### config.mk
export PLATFORM = sky130hd
export DESIGN_NAME = heartbeat_rx_monitor
export DESIGN_NICKNAME = d
export VERILOG_FILES = /design/src/rtl/heartbeat_rx_monitor.sv
export SDC_FILE = /design/constraint.sdc
export NUM_CORES = 1
export LEC_CHECK = 0
export ABC_AREA = 1
export BUFFER_PORTS_ARGS = -buffer_cell sky130_fd_sc_hd__buf_2
export CAP_MARGIN = 10
export CORE_UTILIZATION = 24
export CTS_CLUSTER_SIZE = 40
export DETAILED_ROUTE_END_ITERATION = 8
export GPL_TIMING_DRIVEN = 1
export HOLD_SLACK_MARGIN = 0.02
export SYNTH_ARGS = -nofsm -noshare
export SYNTH_HDL_FRONTEND = slang
export SYNTH_SLANG_ARGS = --single-unit
### constraint.sdc
create_clock -name clk_i -period 4 [get_ports clk_i]
set_input_delay 0.8 -clock clk_i [delete_from_list [all_inputs] [get_ports clk_i]]
set_output_delay 0.8 -clock clk_i [all_outputs]
set_load 0.005 [all_outputs]
### src/rtl/heartbeat_rx_monitor.sv
// heartbeat_rx_monitor
// Decodes periodic 64-bit heartbeat frames into registered status fields.
// Tracks link health with a millisecond silence timer and decodes the
// fast-shutter action message.
//
// Link states:
//   IDLE  - no heartbeat seen since reset (never times out)
//   ALIVE - heartbeats arriving
//   LOST  - TIMEOUT_MS of silence while ALIVE
//
// Ports:
//   clk_i, rst_i (sync, active high)
//   heartbeat_en_i / heartbeat_data_i   - heartbeat frame strobe + payload
//   message_up_i / message_up_data_i    - action message strobe + payload
//   *_o status fields                   - last accepted heartbeat, held between frames
//   status_valid_o                      - pulse per decoded heartbeat
//   link_alive_o / link_lost_o          - ALIVE level / ALIVE->LOST pulse
//   heartbeat_cnt_o                     - accepted heartbeats, wraps
//   fast_shutter_set_o / _upd_o         - shutter command + update pulse
//   frame_err_cnt_o                     - rejected frames, saturating
//
// Build option: define HEARTBEAT_RESERVED_CHECK_EN to reject heartbeats with
// nonzero reserved bits [63:35].
module heartbeat_rx_monitor #(
    parameter real TCQ        = 0.1,
    parameter int  CLK_PER_MS = 100000,
    parameter int  TIMEOUT_MS = 1500
) (
    input  logic        clk_i,
    input  logic        rst_i,
    input  logic        heartbeat_en_i,
    input  logic [63:0] heartbeat_data_i,
    input  logic        message_up_i,
    input  logic [63:0] message_up_data_i,
    output logic [3:0]  scan_state_o,
    output logic        fast_shutter_state_o,
    output logic [2:0]  pmt_scan_en_o,
    output logic [2:0]  fbc_motor_state_o,
    output logic        laser_control_o,
    output logic        laser_out_switch_o,
    output logic [11:0] laser_aom_voltage_o,
    output logic        eds_power_en_o,
    output logic        eds_frame_en_o,
    output logic [3:0]  map_readback_cnt_o,
    output logic [3:0]  main_scan_cnt_o,
    output logic        status_valid_o,
    output logic        link_alive_o,
    output logic        link_lost_o,
    output logic [15:0] heartbeat_cnt_o,
    output logic        fast_shutter_set_o,
    output logic        fast_shutter_upd_o,
    output logic [7:0]  frame_err_cnt_o
);

    localparam int MSW = (CLK_PER_MS > 1) ? $clog2(CLK_PER_MS) : 1;
    localparam int SLW = $clog2(TIMEOUT_MS + 1);
    localparam logic [MSW-1:0] MS_LAST   = MSW'(CLK_PER_MS - 1);
    localparam logic [SLW-1:0] SIL_MAX   = SLW'(TIMEOUT_MS);
    localparam logic [SLW-1:0] SIL_FINAL = SLW'(TIMEOUT_MS - 1);

    // Field order mirrors heartbeat_data_i[34:0], MSB first.
    typedef struct packed {
        logic [3:0]  map_readback_cnt;
        logic [3:0]  main_scan_cnt;
        logic [3:0]  scan_state;
        logic        fast_shutter_state;
        logic [2:0]  pmt_scan_en;
        logic [2:0]  fbc_motor_state;
        logic        laser_control;
        logic        laser_out_switch;
        logic [11:0] laser_aom_voltage;
        logic        eds_power_en;
        logic        eds_frame_en;
    } hb_fields_t;

    typedef enum logic [1:0] {
        IDLE  = 2'd0,
        ALIVE = 2'd1,
        LOST  = 2'd2
    } link_state_t;

    hb_fields_t  fields;
    link_state_t state, state_nxt;
    logic [MSW-1:0] ms_cnt;
    logic [SLW-1:0] silence;
    logic tick, hb_ok, hb_err, msg_ok, msg_err, timeout_hit;

`ifdef HEARTBEAT_RESERVED_CHECK_EN
    logic rsvd_bad;
    assign rsvd_bad = |heartbeat_data_i[63:35];
    assign hb_ok    = heartbeat_en_i & ~rsvd_bad;
    assign hb_err   = heartbeat_en_i &  rsvd_bad;
`else
    wire unused_rsvd = ^heartbeat_data_i[63:35];
    assign hb_ok  = heartbeat_en_i;
    assign hb_err = 1'b0;
`endif

    wire unused_msg = ^message_up_data_i[55:1];

    assign msg_ok  = message_up_i & (message_up_data_i[63:56] == 8'd1);
    assign msg_err = message_up_i & (message_up_data_i[63:56] != 8'd1);

    assign tick = (ms_cnt == MS_LAST);
    // This tick moves silence onto the timeout value.
    assign timeout_hit = tick & (silence == SIL_FINAL);

    // Link state machine; an accepted heartbeat always wins over timeout.
    always_comb begin
        state_nxt = state;
        case (state)
            IDLE:    if (hb_ok) state_nxt = ALIVE;
            ALIVE:   if (!hb_ok && timeout_hit) state_nxt = LOST;
            LOST:    if (hb_ok) state_nxt = ALIVE;
            default: state_nxt = IDLE;
        endcase
    end

    always_ff @(posedge clk_i) begin
        if (rst_i) state <= IDLE;
        else       state <= state_nxt;
    end

    assign link_alive_o = (state == ALIVE);

    // ms prescaler and silence timer
    always_ff @(posedge clk_i) begin
        if (rst_i) begin
            ms_cnt  <= '0;
            silence <= '0;
        end else begin
            ms_cnt <= tick ? '0 : ms_cnt + 1'b1;
            if (hb_ok)
                silence <= '0;
            else if (tick && silence != SIL_MAX)
                silence <= silence + 1'b1;
        end
    end

    // Heartbeat decode, counters, action message
    always_ff @(posedge clk_i) begin
        if (rst_i) begin
            fields             <= '0;
            status_valid_o     <= 1'b0;
            link_lost_o        <= 1'b0;
            heartbeat_cnt_o    <= '0;
            fast_shutter_set_o <= 1'b0;
            fast_shutter_upd_o <= 1'b0;
            frame_err_cnt_o    <= '0;
        end else begin
            status_valid_o     <= hb_ok;
            link_lost_o        <= (state == ALIVE) && (state_nxt == LOST);
            fast_shutter_upd_o <= msg_ok;
            if (hb_ok) begin
                fields          <= hb_fields_t'(heartbeat_data_i[34:0]);
                heartbeat_cnt_o <= heartbeat_cnt_o + 1'b1;
            end
            if (msg_ok)
                fast_shutter_set_o <= message_up_data_i[0];
            // Simultaneous errors count once.
            if ((hb_err || msg_err) && frame_err_cnt_o != 8'hFF)
                frame_err_cnt_o <= frame_err_cnt_o + 1'b1;
        end
    end

    assign map_readback_cnt_o   = fields.map_readback_cnt;
    assign main_scan_cnt_o      = fields.main_scan_cnt;
    assign scan_state_o         = fields.scan_state;
    assign fast_shutter_state_o = fields.fast_shutter_state;
    assign pmt_scan_en_o        = fields.pmt_scan_en;
    assign fbc_motor_state_o    = fields.fbc_motor_state;
    assign laser_control_o      = fields.laser_control;
    assign laser_out_switch_o   = fields.laser_out_switch;
    assign laser_aom_voltage_o  = fields.laser_aom_voltage;
    assign eds_power_en_o       = fields.eds_power_en;
    assign eds_frame_en_o       = fields.eds_frame_en;

endmodule

==> results of run 1 <==
## cell type report
| cell class | instances | share of cell area, % |
|---|---|---|
| well taps | 220 | 5.28 |
| repair buffers | 113 | 10.9 |
| flip-flops and latches | 93 | 35.7 |
| clock inverters | 5 | 1.15 |
| multi-input cells | 356 | 38.4 |
| inverters | 53 | 3.82 |
| clock buffers | 11 | 4.66 |
## critical path, cell delays in order
cell and delay (ps):
sky130_fd_sc_hd__buf_2 250, sky130_fd_sc_hd__nor2_4 120, sky130_fd_sc_hd__buf_4 360, sky130_fd_sc_hd__inv_1 360
sky130_fd_sc_hd__a21oi_1 220
## sequential cells by signal (all words and copies together), names as in the netlist, 2 cells and up
name and count:
pmt_scan_en_o 3, fbc_motor_state_o 3, silence 11, laser_aom_voltage_o 12, state 2, frame_err_cnt_o 8
heartbeat_cnt_o 16, ms_cnt 17, main_scan_cnt_o 4, map_readback_cnt_o 4, scan_state_o 4
## synthesized netlist by cell type
cell type                  number
sky130_fd_sc_hd__nand2_1      100
sky130_fd_sc_hd__dfxtp_1       93
sky130_fd_sc_hd__nor2_1        51
sky130_fd_sc_hd__inv_1         40
sky130_fd_sc_hd__a22o_1        36
sky130_fd_sc_hd__nand3_1       33
sky130_fd_sc_hd__a21oi_1       29
sky130_fd_sc_hd__nand2_2       14
sky130_fd_sc_hd__inv_2         13
sky130_fd_sc_hd__nor3_1        13
sky130_fd_sc_hd__xor2_1        12
sky130_fd_sc_hd__a21oi_2       10
sky130_fd_sc_hd__nor2_2        10
sky130_fd_sc_hd__nand4_1        7
sky130_fd_sc_hd__o21ai_0        6
sky130_fd_sc_hd__xnor2_1        6
sky130_fd_sc_hd__buf_2          5
sky130_fd_sc_hd__clkbuf_1       5
sky130_fd_sc_hd__ha_1           5
sky130_fd_sc_hd__nand3_2        4
sky130_fd_sc_hd__nand3b_1       4
sky130_fd_sc_hd__a211oi_1       3
sky130_fd_sc_hd__nor2_4         3
sky130_fd_sc_hd__o21a_1         3
sky130_fd_sc_hd__buf_6          2
sky130_fd_sc_hd__nor3b_2        2
sky130_fd_sc_hd__and3_1         1
sky130_fd_sc_hd__buf_4          1
sky130_fd_sc_hd__nand4_2        1
sky130_fd_sc_hd__nor3_2         1
sky130_fd_sc_hd__o21ai_1        1
sky130_fd_sc_hd__or2_0          1
## power by group through the flow
stage	clock [mW]	combinational, mW	sequential [mW]
floorplan	0	0.0557	0.993
global placement	0	0.116	0.991
detailed placement	0	0.118	0.990
CTS	0.891	0.117	0.970
global route	0.927	0.129	0.974
finish	0.866	0.116	0.971
## layer usage
layer  GRT usage [%]  share of wire [%]
met5               0                  0
met4            3.79                1.3
met1            13.5                 48
met3            3.39                6.8
met2            17.4                 43
## cells by family (layout without fill, tap and decap cells)
| group | Yosys count | after routing |
|---|---|---|
| buf+inv | 66 | 182 |
| flops | 93 | 93 |
| xor+xnor | 18 | 18 |
| simple gates | 245 | 245 |
| compound gates | 88 | 88 |
| fa+ha+maj | 5 | 5 |
## worst paths after layout
| check | end | depth (start not counted) | from |
|---|---|---|---|
| max reg2reg | silence[10]$_SDFFE_PP0P_ | 8 | ms_cnt[0]$_SDFF_PP0_ |
| min reg2reg | ms_cnt[0]$_SDFF_PP0_ | 1 | ms_cnt[0]$_SDFF_PP0_ |
| max | silence[10]$_SDFFE_PP0P_ | 5 | rst_i |
| min | ms_cnt[0]$_SDFF_PP0_ | 1 | ms_cnt[0]$_SDFF_PP0_ |
## through the flow
stage               area [um2]  power (mW)  instances
floorplan                 4140        1.05        515
global placement          4910        1.11        835
detailed placement        4910        1.11        835
CTS                       5210        1.98        851
global route              5210        2.03        851
finish                    5210        1.95        851
==> flow_results.xml, run 1 <==
<?xml version="1.0" encoding="UTF-8"?>
<metrics>
  <group name="worst_setup_path">
    <metric name="cp.required" unit="ps">4260</metric>
    <metric name="critPathMaxFanout" unit="">37</metric>
    <metric name="rrSetupSlack" unit="ps">2230</metric>
    <metric name="cp_data_arrival_time" unit="ps">2150</metric>
    <metric name="crit_path_end_kind" unit="">register</metric>
    <metric name="crit_path_start_kind" unit="">primary input</metric>
    <metric name="setup.worst_path.class" unit="">primary input to register</metric>
  </group>
  <group name="synth">
    <metric name="synth_cells" unit="">515</metric>
    <metric name="synth_top_family_by_area" unit="">simple AND/OR/NAND/NOR gates</metric>
    <metric name="yosys.area_share.adder" unit="%">1.51</metric>
    <metric name="yosys.cell_types.count" unit="">32</metric>
    <metric name="simple_gate_share_of_the_synthesized_area" unit="%">27.9</metric>
    <metric name="yosys.area_share.xor_xnor" unit="%">3.81</metric>
    <metric name="synth_compound_area_share" unit="%">15.2</metric>
    <metric name="syn-cell-area" unit="um2">4140</metric>
    <metric name="yosys-top-cells-area" unit="">sky130_fd_sc_hd__dfxtp_1 45%, sky130_fd_sc_hd__nand2_1 9.1%, sky130_fd_sc_hd__a22o_1 7.6%, sky130_fd_sc_hd__nor2_1 4.6%, sky130_fd_sc_hd__nand3_1 4.0%</metric>
    <metric name="ys.warnings.count" unit="">0</metric>
    <metric name="multiplexer_share_of_the_synthesized_area" unit="%">0</metric>
    <metric name="syn-mean-instance-area" unit="um2">8.03</metric>
    <metric name="yosysTopAreaCellShare" unit="%">45.0</metric>
    <metric name="register_area_share_after_synthesis" unit="%">45.0</metric>
    <metric name="synth-seq-cells" unit="">93</metric>
    <metric name="synth.net_count" unit="">652</metric>
    <metric name="synth_area_leader_cell" unit="">sky130_fd_sc_hd__dfxtp_1</metric>
  </group>
  <group name="clocking">
    <metric name="cts-buffers-inserted" unit="">9</metric>
    <metric name="tritoncts" unit="">done</metric>
    <metric name="post_cts_buffers" unit="">0</metric>
    <metric name="cts_root_buf" unit="">sky130_fd_sc_hd__clkbuf_16</metric>
    <metric name="clk_transition_reported_paths" unit="ps">60</metric>
    <metric name="cts_hold_repair.buffers" unit="">0</metric>
    <metric name="clock_tree.buffer_depth" unit="">2</metric>
    <metric name="htree_num_levels" unit="">3</metric>
    <metric name="clkLatencyLatePin" unit="ps">340</metric>
    <metric name="postCtsResizedCells" unit="">0</metric>
    <metric name="clock_sinks" unit="">93</metric>
  </group>
  <group name="finish">
    <metric name="area_delta_synth_final" unit="%">26.0</metric>
    <metric name="final_common_cell" unit="">sky130_fd_sc_hd__buf_2</metric>
    <metric name="design.final.nets" unit="">763</metric>
    <metric name="area.sequential" unit="um2">1860</metric>
    <metric name="fill_cells" unit="">1790</metric>
    <metric name="drive_gt1_share" unit="%">29.5</metric>
    <metric name="post-route-util" unit="%">31.2</metric>
    <metric name="multi_input_comb_area" unit="um2">2000</metric>
    <metric name="layout.cells.most_common_list" unit="">111 x sky130_fd_sc_hd__buf_2, 100 x sky130_fd_sc_hd__nand2_1, 93 x sky130_fd_sc_hd__dfxtp_1</metric>
    <metric name="antenna_cells" unit="">0</metric>
  </group>
  <group name="timing">
    <metric name="slew_headroom" unit="%">64.1</metric>
    <metric name="hold_violations" unit="">0</metric>
    <metric name="rsz0062_at_grt" unit="">false</metric>
    <metric name="maxSlewViolCount" unit="">0</metric>
    <metric name="final_min_period_over_clock_period" unit="%">47.1</metric>
    <metric name="final_layout_setup_total_negative_slack" unit="ps">0</metric>
    <metric name="final.setup_skew" unit="ps">7.91</metric>
    <metric name="fin_hold_ws" unit="ps">450</metric>
    <metric name="maxClockFrequency" unit="MHz">530</metric>
    <metric name="crit_path_time_final" unit="ps">1890</metric>
    <metric name="timing.final.ws_setup" unit="ps">2110</metric>
    <metric name="worst_slew_pin_slew" unit="ps">537</metric>
    <metric name="final_count_of_negative_setup_slack_endpoints" unit="">0</metric>
  </group>
  <group name="placed_design">
    <metric name="port_buffers" unit="">111</metric>
    <metric name="dp.final_hpwl" unit="um">6540</metric>
    <metric name="gp_congestion" unit="">0.836</metric>
    <metric name="preCtsSetupSlack" unit="ps">1740</metric>
  </group>
  <group name="die">
    <metric name="number_of_cell_rows" unit="">47</metric>
    <metric name="num_io_pins" unit="">196</metric>
    <metric name="core" unit="um2">16700</metric>
    <metric name="initial_core_util" unit="%">24.8</metric>
    <metric name="chipWidth" unit="um">133</metric>
    <metric name="die_height" unit="um">133</metric>
    <metric name="dieArea" unit="um2">17800</metric>
  </group>
  <group name="routing">
    <metric name="detailedRoute.firstIterationViolations" unit="">228</metric>
    <metric name="num_vias" unit="">3618</metric>
    <metric name="final_routed_drc_violation_total" unit="">0</metric>
    <metric name="drt-pass1-iter-count" unit="">4</metric>
    <metric name="routedWlPerCell" unit="um">10.8</metric>
    <metric name="ant_nets" unit="">0</metric>
    <metric name="totalWireLength" unit="um">9160</metric>
    <metric name="post_drt_via_cell_ratio" unit="">4.25</metric>
  </group>
  <group name="flow_run">
    <metric name="timing.max_cap.violations" unit="">0</metric>
  </group>
  <group name="pwr">
    <metric name="internal_power" unit="mW">1.51</metric>
    <metric name="p_sw" unit="uW">439</metric>
    <metric name="power_switching_share" unit="%">22.5</metric>
    <metric name="pwr-share-clk" unit="%">44.4</metric>
    <metric name="power_per_standard_cell_area" unit="nW/um2">375</metric>
    <metric name="power.sequential.fraction" unit="%">49.7</metric>
    <metric name="pwr-share-comb" unit="%">5.9</metric>
    <metric name="ir_drop" unit="uV">196</metric>
    <metric name="static-leakage-power" unit="nW">2.24</metric>
  </group>
  <group name="global_route">
    <metric name="grt_max_degree" unit="">38</metric>
    <metric name="overflow" unit="">0</metric>
    <metric name="wire_length_of_the_first_global_routing_pass" unit="um">15600</metric>
    <metric name="globalRouteTotalUtil" unit="%">10.8</metric>
    <metric name="antenna_violations_before_repair" unit="">0</metric>
    <metric name="number_of_global_route_vias_before_repair" unit="">3372</metric>
  </group>
  <group name="min_path">
    <metric name="hp-class" unit="">register to register</metric>
  </group>
  <group name="outcome">
    <metric name="outcome" unit="">finished, final reports clean</metric>
  </group>
</metrics>
No activity file was read; power rests on OpenSTA's default activity.
==> run 2, diff against run 1 <==
==> constraint.sdc (replaced) <==
create_clock -name clk_i -period 1.8 [get_ports clk_i]
set_input_delay 0.36 -clock clk_i [delete_from_list [all_inputs] [get_ports clk_i]]
set_output_delay 0.36 -clock clk_i [all_outputs]
set_load 0.005 [all_outputs]
==> flow_results.xml, run 2 (synthesis results as in run 1) <==
<?xml version="1.0" encoding="UTF-8"?>
<metrics>
  <group name="timing">
    <metric name="hold_violations" unit="">0</metric>
    <metric name="final.setup_skew" unit="ps">6.97</metric>
    <metric name="crit_path_time_final" unit="ps">1600</metric>
    <metric name="final_min_period_over_clock_period" unit="%">88.8</metric>
    <metric name="rsz0062_at_grt" unit="">false</metric>
    <metric name="final_count_of_negative_setup_slack_endpoints" unit="">0</metric>
    <metric name="maxClockFrequency" unit="MHz">626</metric>
    <metric name="slew_headroom" unit="%">61.7</metric>
    <metric name="maxSlewViolCount" unit="">0</metric>
    <metric name="worst_slew_pin_slew" unit="ps">574</metric>
    <metric name="final_layout_setup_total_negative_slack" unit="ps">0</metric>
  </group>
  <group name="routing">
    <metric name="totalWireLength" unit="um">9340</metric>
    <metric name="drt-pass1-iter-count" unit="">4</metric>
    <metric name="num_vias" unit="">3670</metric>
    <metric name="detailedRoute.firstIterationViolations" unit="">169</metric>
    <metric name="post_drt_via_cell_ratio" unit="">4.27</metric>
    <metric name="routedWlPerCell" unit="um">10.9</metric>
    <metric name="final_routed_drc_violation_total" unit="">0</metric>
    <metric name="ant_nets" unit="">0</metric>
  </group>
  <group name="pwr">
    <metric name="internal_power" unit="mW">3.58</metric>
    <metric name="pwr-share-comb" unit="%">6.0</metric>
    <metric name="p_sw" unit="uW">945</metric>
    <metric name="design_power_total" unit="mW">4.53</metric>
    <metric name="ir_drop" unit="uV">512</metric>
    <metric name="static-leakage-power" unit="nW">2.31</metric>
    <metric name="power_per_standard_cell_area" unit="nW/um2">847</metric>
    <metric name="power.sequential.fraction" unit="%">47.7</metric>
    <metric name="power_switching_share" unit="%">20.9</metric>
    <metric name="pwr-share-clk" unit="%">46.3</metric>
  </group>
  <group name="placed_design">
    <metric name="dp.cells" unit="">845</metric>
    <metric name="port_buffers" unit="">111</metric>
    <metric name="dp.final_hpwl" unit="um">6770</metric>
    <metric name="gp_congestion" unit="">0.778</metric>
  </group>
  <group name="finish">
    <metric name="area_delta_synth_final" unit="%">29.2</metric>
    <metric name="regMostFlops" unit="">ms_cnt</metric>
    <metric name="drive_gt1_share" unit="%">30.6</metric>
    <metric name="fill_cells" unit="">1781</metric>
    <metric name="post-route-util" unit="%">32.0</metric>
    <metric name="layout.cells.most_common_list" unit="">111 x sky130_fd_sc_hd__buf_2, 100 x sky130_fd_sc_hd__nand2_1, 93 x sky130_fd_sc_hd__dfxtp_1</metric>
    <metric name="antenna_cells" unit="">0</metric>
    <metric name="final_common_cell" unit="">sky130_fd_sc_hd__buf_2</metric>
    <metric name="layout.cells.non_filler" unit="">860</metric>
    <metric name="design.final.nets" unit="">773</metric>
    <metric name="largest_register_ffs" unit="">17</metric>
  </group>
  <group name="worst_setup_path">
    <metric name="cp.required" unit="ps">2070</metric>
    <metric name="worst_path_dominant_cell_family" unit="">simple AND/OR/NAND/NOR gates</metric>
    <metric name="timing.critical_path.buf_inv" unit="">1</metric>
    <metric name="critPathMaxFanout" unit="">9</metric>
    <metric name="critical_path.cell_chain" unit="">ha_1, nand2_2, inv_2, nand2_2, nor2_2, nand3_2, nor2_4, nand2_1, a21oi_2</metric>
    <metric name="setup.worst_path.class" unit="">register to register</metric>
    <metric name="crit_path_end_kind" unit="">register</metric>
    <metric name="cp_data_arrival_time" unit="ps">1870</metric>
    <metric name="critPathMostFrequentCell" unit="">sky130_fd_sc_hd__nand2_2</metric>
    <metric name="crit_path_start_kind" unit="">register</metric>
    <metric name="cpMaxStageDelayCell" unit="">sky130_fd_sc_hd__dfxtp_1</metric>
    <metric name="crit_path_max_cell_delay" unit="ps">350</metric>
  </group>
  <group name="die">
    <metric name="num_io_pins" unit="">196</metric>
    <metric name="number_of_cell_rows" unit="">47</metric>
    <metric name="die_height" unit="um">133</metric>
    <metric name="dieArea" unit="um2">17800</metric>
    <metric name="initial_core_util" unit="%">24.8</metric>
    <metric name="chipWidth" unit="um">133</metric>
    <metric name="core" unit="um2">16700</metric>
  </group>
  <group name="clocking">
    <metric name="clk_transition_reported_paths" unit="ps">60</metric>
    <metric name="postCtsResizedCells" unit="">0</metric>
    <metric name="cts_root_buf" unit="">sky130_fd_sc_hd__clkbuf_16</metric>
    <metric name="tritoncts" unit="">done</metric>
    <metric name="clock_tree.buffer_depth" unit="">2</metric>
    <metric name="post_cts_buffers" unit="">0</metric>
    <metric name="clock_sinks" unit="">93</metric>
    <metric name="clkLatencyLatePin" unit="ps">340</metric>
    <metric name="cts_hold_repair.buffers" unit="">0</metric>
    <metric name="htree_num_levels" unit="">3</metric>
    <metric name="cts-buffers-inserted" unit="">9</metric>
  </group>
  <group name="min_path">
    <metric name="hp-class" unit="">primary input to register</metric>
  </group>
  <group name="global_route">
    <metric name="grt_max_degree" unit="">38</metric>
    <metric name="overflow" unit="">0</metric>
    <metric name="globalRouteTotalUtil" unit="%">10.9</metric>
    <metric name="antenna_violations_before_repair" unit="">0</metric>
    <metric name="wire_length_of_the_first_global_routing_pass" unit="um">15800</metric>
    <metric name="number_of_global_route_vias_before_repair" unit="">3440</metric>
  </group>
  <group name="outcome">
    <metric name="outcome" unit="">finished, final reports clean</metric>
  </group>
  <group name="flow_run">
    <metric name="timing.max_cap.violations" unit="">0</metric>
  </group>
</metrics>
-- run 2: cell types whose count changed in the layout (fill, tap and decap cells not counted) --
cell,delta
sky130_fd_sc_hd__clkbuf_1,-1
sky130_fd_sc_hd__buf_12,+2
sky130_fd_sc_hd__clkinv_4,-2
sky130_fd_sc_hd__buf_4,+8
sky130_fd_sc_hd__bufinv_16,+1
sky130_fd_sc_hd__clkinv_2,-1
sky130_fd_sc_hd__clkbuf_8,+2
-- run 2: metal layers --
layer	GRT usage (%)	vias up	share of wire, %
met5	0	-	0
met4	3.03	0	0.42
met3	3.81	2	6.1
met2	17.7	108	45
met1	13.6	1611	48
li1	-	1949	-
-- run 2: through the flow --
stage / hold WS [ps] / worst slack, ps / area, um2
floorplan: 417 / 342 / 4140
global placement: 435 / 201 / 5010
detailed placement: 441 / 185 / 5010
CTS: 210 / 167 / 5340
global route: 215 / 64.9 / 5340
finish: 226 / 201 / 5340
-- run 2: power groups by stage --
stage	Combinational, mW	Clock [mW]	Sequential (mW)
2_1_floorplan	0.124	0	2.21
3_3_place_gp	0.272	0	2.20
3_5_place_dp	0.275	0	2.20
4_1_cts	0.274	2.17	2.16
5_1_grt	0.303	2.25	2.16
6_report	0.270	2.10	2.16
-- run 2: path summary, 6_finish.rpt --
path	start	to	slack, ps	cells after the start
max reg2reg	ms_cnt[0]$_SDFF_PP0_	silence[9]$_SDFFE_PP0P_	200	9
max	ms_cnt[0]$_SDFF_PP0_	silence[9]$_SDFFE_PP0P_	200	9
min reg2reg	ms_cnt[0]$_SDFF_PP0_	ms_cnt[0]$_SDFF_PP0_	450	1
min	heartbeat_data_i[0]	eds_frame_en_o$_SDFFE_PP0P_	230	2
-- run 2: area by class of cell --
type	instances	area, um2	share of cell area, %
clock buffers	12	267	4.99
clock inverters	3	67.6	1.26
inverters	53	199	3.72
multi-input cells	356	2000	37.5
flip-flops and latches	93	1860	34.8
well taps	220	275	5.15
repair buffers	123	671	12.5
